===== src/rtl/if_else_feed_pkg.sv =====
// Shared types for the if/else operand feeder: data width, operand pair payload and FSM states.
package if_else_feed_pkg;

  localparam int unsigned DATA_W = 32;
  localparam int unsigned CNT_W  = 4;
  localparam int unsigned STAT_W = 16;

  typedef struct packed {
    logic [DATA_W-1:0] a;
    logic [DATA_W-1:0] b;
  } pair_t;

  typedef enum logic [1:0] {
    IDLE  = 2'd0,
    DRIVE = 2'd1,
    HOLD  = 2'd2
  } state_t;

endpackage


===== src/rtl/if_else_pair_fifo.sv =====
// Operand-pair FIFO: storage, wrapping pointers, occupancy and registered full/empty flags.
module if_else_pair_fifo
  import if_else_feed_pkg::*;
#(
  parameter int unsigned DEPTH = 8
) (
  input  logic                   clk,
  input  logic                   rst_n,
  input  logic                   i_push,
  input  pair_t                  i_pair,
  input  logic                   i_pop,
  output pair_t                  o_head,
  output logic                   o_full,
  output logic                   o_empty,
  output logic [$clog2(DEPTH):0] o_fill_level
);

  localparam int unsigned AW = $clog2(DEPTH);
  localparam int unsigned FW = AW + 1;

  pair_t          r_mem [DEPTH];
  logic [AW-1:0]  r_wr_ptr;
  logic [AW-1:0]  r_rd_ptr;
  logic [FW-1:0]  r_fill;
  logic           r_full;
  logic           r_empty;
  logic [FW-1:0]  w_fill_nxt;
  logic           w_push;
  logic           w_pop;

  // A push while full or a pop while empty is ignored.
  assign w_push = i_push && !r_full;
  assign w_pop  = i_pop && !r_empty;

  always_comb begin
    w_fill_nxt = r_fill;
    if (w_push && !w_pop) begin
      w_fill_nxt = r_fill + FW'(1);
    end else if (!w_push && w_pop) begin
      w_fill_nxt = r_fill - FW'(1);
    end
  end

  always_ff @(posedge clk or negedge rst_n) begin
    if (!rst_n) begin
      r_wr_ptr <= '0;
      r_rd_ptr <= '0;
      r_fill   <= '0;
      r_full   <= 1'b0;
      r_empty  <= 1'b1;
    end else begin
      if (w_push) r_wr_ptr <= r_wr_ptr + AW'(1);
      if (w_pop)  r_rd_ptr <= r_rd_ptr + AW'(1);
      r_fill  <= w_fill_nxt;
      r_full  <= (w_fill_nxt == FW'(DEPTH));
      r_empty <= (w_fill_nxt == '0);
    end
  end

  // Storage needs no reset; occupancy gates every read.
  always_ff @(posedge clk) begin
    if (w_push) r_mem[r_wr_ptr] <= i_pair;
  end

  assign o_head       = r_mem[r_rd_ptr];
  assign o_full       = r_full;
  assign o_empty      = r_empty;
  assign o_fill_level = r_fill;

endmodule


===== src/rtl/if_else_operand_feeder.sv =====
// Streams (a, b) pairs into the if/else stage, holds them for PIPE_LAT cycles and returns temp_combine.
// Optional delivered-result counter elem_count is enabled with IF_ELSE_FEEDER_STATS_EN.
module if_else_operand_feeder
  import if_else_feed_pkg::*;
#(
  parameter int unsigned DEPTH    = 8,
  parameter int unsigned PIPE_LAT = 1
) (
  input  logic                   clk,
  input  logic                   reset,
  input  logic                   in_valid,
  output logic                   in_ready,
  input  logic [DATA_W-1:0]      in_a,
  input  logic [DATA_W-1:0]      in_b,
  output logic [DATA_W-1:0]      array_a_wire_0,
  output logic [DATA_W-1:0]      array_b_wire_0,
  input  logic [DATA_W-1:0]      temp_combine,
  output logic                   out_valid,
  input  logic                   out_ready,
  output logic [DATA_W-1:0]      out_data,
  output logic [$clog2(DEPTH):0] fill_level
`ifdef IF_ELSE_FEEDER_STATS_EN
  ,
  output logic [STAT_W-1:0]      elem_count
`endif
);

  state_t              r_state;
  state_t              w_state_nxt;
  logic [CNT_W-1:0]    r_cnt;
  pair_t               r_op;
  logic [DATA_W-1:0]   r_out_data;
  logic                r_out_valid;
  pair_t               w_head;
  pair_t               w_in_pair;
  logic                w_full;
  logic                w_empty;
  logic                w_push;
  logic                w_pop;
  logic                w_capture;
  logic                w_consume;

  assign w_in_pair = '{a: in_a, b: in_b};
  assign w_push    = in_valid && !w_full;

  if_else_pair_fifo #(
    .DEPTH(DEPTH)
  ) u_fifo (
    .clk          (clk),
    .rst_n        (reset),
    .i_push       (w_push),
    .i_pair       (w_in_pair),
    .i_pop        (w_pop),
    .o_head       (w_head),
    .o_full       (w_full),
    .o_empty      (w_empty),
    .o_fill_level (fill_level)
  );

  always_ff @(posedge clk or negedge reset) begin
    if (!reset) r_state <= IDLE;
    else        r_state <= w_state_nxt;
  end

  // Pop on idle or on a result handshake; capture when the latency counter reaches 1.
  always_comb begin
    w_state_nxt = r_state;
    w_pop       = 1'b0;
    w_capture   = 1'b0;
    w_consume   = 1'b0;
    case (r_state)
      IDLE: begin
        if (!w_empty) begin
          w_pop       = 1'b1;
          w_state_nxt = DRIVE;
        end
      end
      DRIVE: begin
        if (r_cnt == CNT_W'(1)) begin
          w_capture   = 1'b1;
          w_state_nxt = HOLD;
        end
      end
      HOLD: begin
        if (r_out_valid && out_ready) begin
          w_consume = 1'b1;
          if (!w_empty) begin
            w_pop       = 1'b1;
            w_state_nxt = DRIVE;
          end else begin
            w_state_nxt = IDLE;
          end
        end
      end
      default: w_state_nxt = IDLE;
    endcase
  end

  always_ff @(posedge clk or negedge reset) begin
    if (!reset) begin
      r_op        <= '0;
      r_cnt       <= '0;
      r_out_data  <= '0;
      r_out_valid <= 1'b0;
    end else begin
      if (w_pop) begin
        r_op  <= w_head;
        r_cnt <= CNT_W'(PIPE_LAT);
      end else if (r_state == DRIVE && !w_capture) begin
        r_cnt <= r_cnt - CNT_W'(1);
      end
      if (w_capture) begin
        r_out_data  <= temp_combine;
        r_out_valid <= 1'b1;
      end else if (w_consume) begin
        r_out_valid <= 1'b0;
      end
    end
  end

`ifdef IF_ELSE_FEEDER_STATS_EN
  logic [STAT_W-1:0] r_elem_count;

  // Saturating count of delivered results.
  always_ff @(posedge clk or negedge reset) begin
    if (!reset) begin
      r_elem_count <= '0;
    end else if (w_consume && (r_elem_count != '1)) begin
      r_elem_count <= r_elem_count + STAT_W'(1);
    end
  end

  assign elem_count = r_elem_count;
`endif

  assign in_ready       = !w_full;
  assign out_valid      = r_out_valid;
  assign out_data       = r_out_data;
  assign array_a_wire_0 = r_op.a;
  assign array_b_wire_0 = r_op.b;

endmodule

===== config.mk =====
export PLATFORM = sky130hd
export DESIGN_NAME = if_else_operand_feeder
export DESIGN_NICKNAME = d
export VERILOG_FILES = /design/src/rtl/if_else_feed_pkg.sv /design/src/rtl/if_else_pair_fifo.sv /design/src/rtl/if_else_operand_feeder.sv
export SDC_FILE = /design/constraint.sdc
export NUM_CORES = 1
export LEC_CHECK = 0
export ABC_CLOCK_PERIOD_IN_PS = 12680
export CAP_MARGIN = 20
export CORE_ASPECT_RATIO = 1.25
export CORE_UTILIZATION = 60
export DETAILED_ROUTE_END_ITERATION = 10
export GPL_TIMING_DRIVEN = 1
export MAX_ROUTING_LAYER = met4
export PLACE_DENSITY = 0.82
export SETUP_SLACK_MARGIN = 0.4
export SYNTH_ARGS = -nofsm -noshare
export SYNTH_HDL_FRONTEND = slang
export SYNTH_HIERARCHICAL = 1
export SYNTH_SLANG_ARGS = --single-unit

===== constraint.sdc =====
create_clock -name clk -period 12.68 [get_ports clk]
set_input_delay 2.536 -clock clk [delete_from_list [all_inputs] [get_ports clk]]
set_output_delay 2.536 -clock clk [all_outputs]
set_load 0.005 [all_outputs]

==> results of run 1 <==
## registers in the layout, indices dropped and copies added, names as in the netlist
register             flops
array_a_wire_0          32
array_b_wire_0          32
out_data                32
out_valid                1
r_cnt                    4
r_state                  2
u_fifo/o_empty           1
u_fifo/o_fill_level      4
u_fifo/o_full            1
u_fifo/r_mem           512
u_fifo/r_rd_ptr          3
u_fifo/r_wr_ptr          3
## cell families (layout without fill, tap and decap cells)
family | count (synthesis) | count (layout) | share of synthesized area
xor gates and xnor gates | 5 | 5 | 0.00182
buffers and inverters | 55 | 328 | 0.0164
DFF | 627 | 627 | 0.759
and+or+nand+nor | 61 | 61 | 0.0149
other | 0 | 2 | 0
muxes | 288 | 288 | 0.199
AOI/OAI and AO/OA | 18 | 18 | 0.00572
adders and majority gates | 6 | 6 | 0.00312
## through the flow
stage	cell area, sq um	setup WS (ns)	std cells	power (mW)
after global placement	26500	7.13	1723	5.14
after CTS	28500	7.54	1830	7.04
after floorplan	24100	4.57	1060	4.47
after global routing	28500	7.37	1833	7.26
after detailed placement	26500	6.97	1723	5.21
final	28500	7.61	1833	6.97
## layout by cell type (no fill, tap or decap), types with 5 or more instances in the layout
cell type and instances:
clkinv_2 9, mux2_4 28, clkinv_1 14, dfrtp_1 111, bufinv_16 11, inv_1 6
xnor2_1 5, mux4_2 128, ha_1 6, nand2_1 17, clkbuf_16 58, mux2_2 128
nand2b_1 6, clkdlybuf4s50_1 200, nor2_4 6, clkbuf_1 10, edfxtp_1 512, buf_4 12
## worst min path at each step
stage | startpoint | end | slack [ns] | depth (start not counted)
6_report | array_a_wire_0[22]$_DFFE_PN0P_ | array_a_wire_0[22]$_DFFE_PN0P_ | 0.50 | 1
3_3_place_gp | array_a_wire_0[22]$_DFFE_PN0P_ | array_a_wire_0[22]$_DFFE_PN0P_ | 0.47 | 1
5_1_grt | array_a_wire_0[22]$_DFFE_PN0P_ | array_a_wire_0[22]$_DFFE_PN0P_ | 0.53 | 1
3_5_place_dp | array_a_wire_0[21]$_DFFE_PN0P_ | array_a_wire_0[21]$_DFFE_PN0P_ | 0.48 | 1
4_1_cts | out_data[10]$_DFFE_PN0P_ | out_data[10]$_DFFE_PN0P_ | 0.51 | 1
2_1_floorplan | array_a_wire_0[19]$_DFFE_PN0P_ | array_a_wire_0[19]$_DFFE_PN0P_ | 0.48 | 1
## routing by layer
metal	wire length (um)	part of all wire
met2	25500	0.54
met5	0	0
met1	18000	0.38
met3	2610	0.055
met4	1340	0.028
## report_power, final
group / switching (mW) / internal, mW
Combinational: 0.908 / 1.26
Sequential: 0.288 / 2.72
Clock: 0.726 / 1.07
Total: 1.92 / 5.05
## critical path, cell delays in order
cell and delay, ns:
clkdlybuf4s50_1 0.50, nand2_2 0.09, a211oi_4 0.22, buf_4 0.79, nand2b_1 0.37, and3_4 0.29
or3_4 0.34, a2111oi_2 0.37
## area by class of cell
cell class                 instances  area [sq um]  area share
antenna                            2          5.00    0.000176
clock buffer                      69          1500      0.0527
clock inverter                    38           469      0.0165
inverter                           6          22.5    0.000790
multi-input combinational        378          5460       0.192
sequential                       627         18300       0.641
tap                              498           623      0.0219
timing repair buffer             215          2140      0.0752
## synthesized netlist by cell type (all sizes together)
library cell	instances	area share
a2111oi	1	0.00062
a211oi	2	0.0011
a21oi	4	0.00083
a221oi	1	0.00036
and2	1	0.00026
and3	2	0.00094
buf	40	0.014
clkbuf	9	0.0014
dfrtp	114	0.12
dfstp	1	0.0011
edfxtp	512	0.64
ha	6	0.0031
inv	6	0.00094
mux2	160	0.079
mux4	128	0.12
nand2	18	0.0029
nand2b	8	0.0024
nand3	1	0.00021
nand3b	2	0.00062
nand4	1	0.00026
nor2	10	0.0016
nor2b	3	0.0011
nor3	6	0.0012
nor3b	2	0.00083
nor4	1	0.00026
nor4b	1	0.00062
o211ai	1	0.00031
o21a	2	0.00062
o21ai	4	0.00083
o21bai	1	0.00031
o31ai	1	0.00031
o41ai	1	0.00036
or3	4	0.0012
or4b	1	0.00042
xnor2	5	0.0018
==> flow_metrics.tcl, run 1 <==
set metrics [dict create \
    relSlewSlack 0.239 \
    grt-busiest-layer "met2" \
    first_global_vias 11800 \
    avgSynthCellArea_sq_um 22.7 \
    start_util 0.612 \
    dr.pass1.iters 5 \
    synth.distinct_cells 46 \
    cts_hold_buf 0 \
    ys_seq_area_frac 0.759 \
    cp-endpoint "u_fifo/o_full$_DFF_PN0_" \
    cp.arrival_ns 5.53 \
    die_x_um 181 \
    vias 11200 \
    rsz0062_at_grt "no" \
    wl_per_cell_um 25.9 \
    num_io_pins 202 \
    netlist_area_sq_um 24100 \
    critPathLaunchType "primary input" \
    fmax_mhz 197 \
    place_congestion 0.760 \
    num_rows 81 \
    fin_nets 1391 \
    min_path_type "register to register" \
    worstReg2RegEnd "array_a_wire_0[20]$_DFFE_PN0P_" \
    drcViolationCount 0 \
    numCtsBuffers 57 \
    setup.worst_path.start "out_ready" \
    path_clk_slew_ns 0.06 \
    r2r_setup_slack_ns 9.44 \
    clock_path_buffers 3 \
    antenna_found_initial 2 \
    vdd_drop_max_mv 0.231 \
    cp-end-kind "register" \
    final_layout_size_suffix_gt1_frac 0.304 \
    cp_max_fo 71 \
    totalWireLength_um 47500 \
    p_leak_nw 9.63 \
    utilization 0.725 \
    root_buffer "clkbuf_16" \
    hold_viol 0 \
    grt_util_met1 0.306 \
    synth_fp_nets 1166 \
    clock_latency_ns 0.59 \
    reg2regPathDepth 4 \
    worstPathRequired_ns 13.15 \
    skew_ns 0.0172 \
    worstMarginPinSlew_ns 1.14 \
    coreArea_sq_um 39300 \
    ys.warnings.count 6 \
    grt.met2_usage 0.422 \
    cts_tree "built" \
    slew_viol_final 0 \
    cts_resized 0 \
    io_buffers 201 \
    grt_pass1_wl_um 72100 \
    grt_usage 0.246 \
    h-tree-depth 2 \
    area_delta_synth_final_pct 18.5 \
    outcome "completed" \
    holdWs_ns 0.497 \
    gr-usage-met3 0.0319 \
    fillCellCount 2211 \
    final_antenna_net_count 0 \
    report.final.setup_viol 0 \
    drt_iter0_drc 817 \
    ys_seq_elements 627 \
    post-route-min-period_ns 5.07 \
    grt_max_degree 131 \
    synthCells 1060 \
    critical_path_class "primary input to register" \
    fin_setup_tns_ns 0 \
    cts.sinks 627 \
    dieArea_sq_um 40900 \
    r2r_start "u_fifo/r_rd_ptr[1]$_DFFE_PN0P_" \
    die_y_um 226 \
    grt_overflow 0 \
    power_density_nw_per_um2 245 \
    postCtsSetupBuffers 0 \
    maxCapViolCount 0 \
    dp_hpwl_um 25400 \
    vias_per_cell 6.11 \
    post-route-period-util 0.400 \
]
(Power assumes the default switching activity.)
==> run 2, diff against run 1 <==
--- a/config.mk
+++ b/config.mk
@@ -5,14 +5,14 @@
 export SDC_FILE = /design/constraint.sdc
 export NUM_CORES = 1
 export LEC_CHECK = 0
-export ABC_CLOCK_PERIOD_IN_PS = 12680
+export ABC_CLOCK_PERIOD_IN_PS = 4650
 export CAP_MARGIN = 20
 export CORE_ASPECT_RATIO = 1.25
-export CORE_UTILIZATION = 60
+export CORE_UTILIZATION = 52
 export DETAILED_ROUTE_END_ITERATION = 10
 export GPL_TIMING_DRIVEN = 1
 export MAX_ROUTING_LAYER = met4
-export PLACE_DENSITY = 0.82
+export PLACE_DENSITY = 0.76
 export SETUP_SLACK_MARGIN = 0.4
 export SYNTH_ARGS = -nofsm -noshare
 export SYNTH_HDL_FRONTEND = slang
==> constraint.sdc (replaced) <==
create_clock -name clk -period 4.65 [get_ports clk]
set_input_delay 0.93 -clock clk [delete_from_list [all_inputs] [get_ports clk]]
set_output_delay 0.93 -clock clk [all_outputs]
set_load 0.005 [all_outputs]
==> run 2 against run 1 <==
- core utilization is 8.9 points lower
- critical path depth shrank 2
- die area grew 15%
- sequential share of layout area decreased by 0.77 points
- power increased to 2.7 times the previous value
- count of clock-buffer cells in the layout grew 3
- global-route usage fell by 3.4 points
- non-clock buffer count grew 19
- critical endpoint is now u_fifo/r_mem[2][46]$_DFFE_PP_
- highest routed layer unchanged
==> flow_metrics.tcl, run 2 (synthesis gave the netlist of run 1 again) <==
set metrics [dict create \
    wl_per_cell_um 24.3 \
    first_global_vias 12000 \
    drcViolationCount 0 \
    dp_cells 1820 \
    postCtsSetupBuffers 0 \
    largest-register "u_fifo/r_mem" \
    cp_max_fo 14 \
    vias 11200 \
    clock_path_buffers 3 \
    coreArea_sq_um 45400 \
    worst_slack_ns 1.82 \
    min_path_type "primary input to asynchronous set/reset pin" \
    cts_resized 0 \
    path_clk_slew_ns 0.06 \
    stdcell_area_sq_um 28800 \
    start_util 0.530 \
    relSlewSlack 0.395 \
    rsz0062_at_grt "no" \
    numCtsBuffers 57 \
    slew_viol_final 0 \
    maxCapViolCount 0 \
    drt_iter0_drc 549 \
    largest_register_ffs 512 \
    grt_max_degree 93 \
    cp-end-kind "register" \
    vdd_drop_max_mv 0.363 \
    vias_per_cell 5.77 \
    hold_viol 0 \
    critical_path_class "primary input to register" \
    critPathLaunchType "primary input" \
    post-place-ws_ns 1.18 \
    clock_latency_ns 0.62 \
    grt_usage 0.212 \
    fmax_mhz 353 \
    antenna_found_initial 4 \
    num_rows 87 \
    dr.pass1.iters 5 \
    layoutNonFillerInstCount 1936 \
    p_leak_nw 9.76 \
    skew_ns 0.0192 \
    post-route-min-period_ns 2.83 \
    die_x_um 194 \
    power_density_nw_per_um2 662 \
    h-tree-depth 2 \
    die_y_um 242 \
    totalWireLength_um 47000 \
    fin_nets 1410 \
    cts_tree "built" \
    num_io_pins 202 \
    cts.sinks 627 \
    placed_area_sq_um 26800 \
    grt_pass1_wl_um 72700 \
    outcome "completed" \
    dp_hpwl_um 27500 \
    final_cell_mix "edfxtp_1, clkdlybuf4s50_1, mux2_2, mux4_2, dfrtp_1" \
    post-route-period-util 0.609 \
    final_layout_size_suffix_gt1_frac 0.315 \
    root_buffer "clkbuf_16" \
    place_congestion 0.744 \
    area_delta_synth_final_pct 19.9 \
    cp.arrival_ns 3.14 \
    dieArea_sq_um 47100 \
    cts_hold_buf 0 \
    report.final.setup_viol 0 \
    final_antenna_net_count 0 \
    worstPathRequired_ns 4.95 \
    holdWs_ns 0.395 \
    worstMarginPinSlew_ns 0.908 \
    fin_setup_tns_ns 0 \
    grt_overflow 0 \
    io_buffers 201 \
    layout_commonest_cell "edfxtp_1" \
]
==> run 2: per-layer routing <==
metal / routed length [um] / up-vias / GRT usage / part of all wire
met5: 0 / - / - / 0
met4: 1350 / 0 / 0.0735 / 0.029
met3: 2200 / 94 / 0.0370 / 0.047
met2: 25200 / 332 / 0.359 / 0.54
met1: 18300 / 5915 / 0.259 / 0.39
li1: - / 4833 / - / -
==> run 2: final timing paths <==
path | slack, ns | depth (start not counted) | start | end
max in group asynchronous | 3.34 | 2 | reset | array_b_wire_0[21]$_DFFE_PN0P_
worst min-delay path | 0.40 | 1 | reset | array_a_wire_0[0]$_DFFE_PN0P_
worst max register to register | 1.91 | 4 | u_fifo/r_rd_ptr[0]$_DFFE_PN0P_ | array_b_wire_0[22]$_DFFE_PN0P_
worst min register to register | 0.49 | 1 | array_a_wire_0[22]$_DFFE_PN0P_ | array_a_wire_0[22]$_DFFE_PN0P_
worst max-delay path | 1.82 | 6 | in_valid | u_fifo/r_mem[2][46]$_DFFE_PP_
min in group clk | 0.49 | 1 | array_a_wire_0[22]$_DFFE_PN0P_ | array_a_wire_0[22]$_DFFE_PN0P_
==> run 2: report_power, final <==
group	internal, mW	total, mW	switching, mW
clock	2.85	4.86	2.02
combinational	3.53	6.17	2.65
sequential	7.41	8.05	0.639
==> run 2: critical path, cell delays in order <==
cell,delay [ns]
clkdlybuf4s50_1,0.46
nor2b_1,0.25
nor2b_1,0.30
nand2b_1,0.30
nor2_4,0.52
buf_4,0.36
==> run 2: through the flow <==
step / total power [mW] / utilization
2_1_floorplan: 12.2 / -
3_3_place_gp: 14.2 / 0.590
3_5_place_dp: 14.3 / 0.590
4_1_cts: 19.3 / 0.633
5_1_grt: 20.0 / 0.635
6_report: 19.1 / 0.635
==> run 2: cell type report <==
type | instances | area [sq um]
antenna | 5 | 12.5
clock buffer | 72 | 1530
clock inverter | 36 | 433
fill | 2979 | 16600
inverter | 6 | 22.5
multi-input combinational | 378 | 5470
sequential | 627 | 18300
tap | 578 | 723
timing repair buffer | 234 | 2380
==> run 3, diff against run 2 <==
--- a/config.mk
+++ b/config.mk
@@ -5,14 +5,14 @@
 export SDC_FILE = /design/constraint.sdc
 export NUM_CORES = 1
 export LEC_CHECK = 0
-export ABC_CLOCK_PERIOD_IN_PS = 4650
+export ABC_CLOCK_PERIOD_IN_PS = 3000
 export CAP_MARGIN = 20
 export CORE_ASPECT_RATIO = 1.25
-export CORE_UTILIZATION = 52
+export CORE_UTILIZATION = 58
 export DETAILED_ROUTE_END_ITERATION = 10
 export GPL_TIMING_DRIVEN = 1
 export MAX_ROUTING_LAYER = met4
-export PLACE_DENSITY = 0.76
+export PLACE_DENSITY = 0.8
 export SETUP_SLACK_MARGIN = 0.4
 export SYNTH_ARGS = -nofsm -noshare
 export SYNTH_HDL_FRONTEND = slang
==> constraint.sdc (replaced) <==
create_clock -name clk -period 3 [get_ports clk]
set_input_delay 0.6 -clock clk [delete_from_list [all_inputs] [get_ports clk]]
set_output_delay 0.6 -clock clk [all_outputs]
set_load 0.005 [all_outputs]
==> run 3 against run 2 <==
- routed wire length grew 0.45%
- cell area grew 0.20%
- die area shrank 10%
- sequential power grew 55%
- highest routed layer unchanged
- core utilization grew 6.9 points
==> flow_metrics.tcl, run 3 (synthesis gave the netlist of run 1 again) <==
set metrics [dict create \
    layoutNonFillerInstCount 1906 \
    final_cell_mix "edfxtp_1, clkdlybuf4s50_1, mux2_2, mux4_2, dfrtp_1" \
    relSlewSlack 0.613 \
    hold_viol 0 \
    maxCapViolCount 0 \
    dieArea_sq_um 42300 \
    p_leak_nw 9.75 \
    critical_path_class "register to register" \
    largest-register "u_fifo/r_mem" \
    vias_per_cell 5.86 \
    worstPathRequired_ns 3.49 \
    cp-endpoint "array_a_wire_0[7]$_DFFE_PN0P_" \
    grt_max_degree 80 \
    drcViolationCount 0 \
    cts.sinks 627 \
    numCtsBuffers 57 \
    skew_ns 0.0112 \
    worst_slack_ns 0.565 \
    start_util 0.586 \
    holdWs_ns 0.474 \
    postCtsSetupBuffers 0 \
    cts_resized 0 \
    area_delta_synth_final_pct 20.1 \
    critPathLaunchType "register" \
    utilization 0.704 \
    setup.worst_path.start "u_fifo/r_rd_ptr[0]$_DFFE_PN0P_" \
    die_x_um 184 \
    post-route-min-period_ns 2.43 \
    power_density_nw_per_um2 1020 \
    root_buffer "clkbuf_16" \
    final_layout_size_suffix_gt1_frac 0.313 \
    slew_viol_final 0 \
    layout_commonest_cell "edfxtp_1" \
    r2r_start "u_fifo/r_rd_ptr[0]$_DFFE_PN0P_" \
    worstMarginPinSlew_ns 0.581 \
    worstReg2RegEnd "array_a_wire_0[7]$_DFFE_PN0P_" \
    cp.arrival_ns 2.92 \
    fmax_mhz 411 \
    stdcell_area_sq_um 28900 \
    io_buffers 201 \
    cp-end-kind "register" \
    clock_latency_ns 0.61 \
    post-place-ws_ns 0.236 \
    fillCellCount 2374 \
    placed_area_sq_um 27000 \
    largest_register_ffs 512 \
    wl_per_cell_um 24.8 \
    die_y_um 230 \
    r2r_setup_slack_ns 0.57 \
    cts_hold_buf 1 \
    cts_tree "built" \
    vdd_drop_max_mv 0.646 \
    totalWireLength_um 47200 \
    num_io_pins 202 \
    outcome "completed" \
    clock_path_buffers 3 \
    post-route-period-util 0.812 \
    grt_usage 0.240 \
    coreArea_sq_um 41000 \
    grt_pass1_wl_um 72200 \
    reg2regPathDepth 4 \
    path_clk_slew_ns 0.06 \
    vias 11200 \
    h-tree-depth 2 \
    report.final.setup_viol 0 \
    rsz0062_at_grt "no" \
    cp_max_fo 20 \
    num_rows 83 \
    dp_cells 1793 \
    dr.pass1.iters 5 \
    place_congestion 0.772 \
    final_antenna_net_count 0 \
    min_path_type "primary input to asynchronous set/reset pin" \
    dp_hpwl_um 27000 \
    antenna_found_initial 4 \
    fin_nets 1407 \
    grt_overflow 0 \
    first_global_vias 12100 \
    drt_iter0_drc 856 \
]
[run 3: cell count changes in the layout (fill, tap and decap cells not counted), moves of 3 or more]
cell,before,now
buf_4,25,8
clkbuf_8,3,7
clkinv_1,12,4
clkbuf_1,11,22
bufinv_16,9,5
clkinv_2,9,6
buf_12,6,22
[run 3: final cells by class]
| cell class | instances | area [sq um] | share of cell area |
|---|---|---|---|
| Antenna cell | 4 | 10.0 | 0.000346 |
| Clock buffer | 88 | 1660 | 0.0573 |
| Clock inverter | 20 | 238 | 0.00823 |
| Inverter | 6 | 22.5 | 0.000779 |
| Multi-Input combinational cell | 378 | 5500 | 0.190 |
| Sequential cell | 627 | 18300 | 0.632 |
| Tap cell | 552 | 691 | 0.0239 |
| Timing Repair Buffer | 231 | 2510 | 0.0869 |
[run 3: worst max-delay path, stage by stage, from the launching register on]
cell	delay (ns)
dfrtp_4	0.72
buf_4	0.45
mux4_2	0.58
mux2_2	0.29
mux2_2	0.26
[run 3: metrics by stage]
stage | TNS [ns] | total power, mW
global route | 0 | 30.8
CTS | 0 | 29.8
detailed placement | 0 | 22.4
floorplan | -20.64 | 18.9
finish | 0 | 29.4
global placement | 0 | 22.1
[run 3: worst min path at each step]
stage | end | cells after the start | slack (ns)
CTS | out_valid$_DFFE_PN0P_ | 2 | 0.44
global placement | array_a_wire_0[19]$_DFFE_PN0P_ | 1 | 0.48
global route | r_cnt[2]$_DFFE_PN0P_ | 2 | 0.47
detailed placement | array_a_wire_0[21]$_DFFE_PN0P_ | 1 | 0.47
finish | r_state[1]$_DFFE_PN0P_ | 2 | 0.47
floorplan | array_a_wire_0[0]$_DFFE_PN0P_ | 0 | 0.30
[run 3: per-layer routing]
metal  up-vias  global-route usage  share of wire
met5         -                   -              0
met1      5892               0.294           0.38
li1       4825                   -              -
met2       364               0.407           0.54
met4         0              0.0867          0.031
met3        92              0.0363          0.050
[run 3: report_power, final]
part           total [mW]  switching, mW  internal (mW)
sequential           12.5          0.985           11.5
clock                7.27           3.04           4.23
combinational        9.71           4.13           5.58
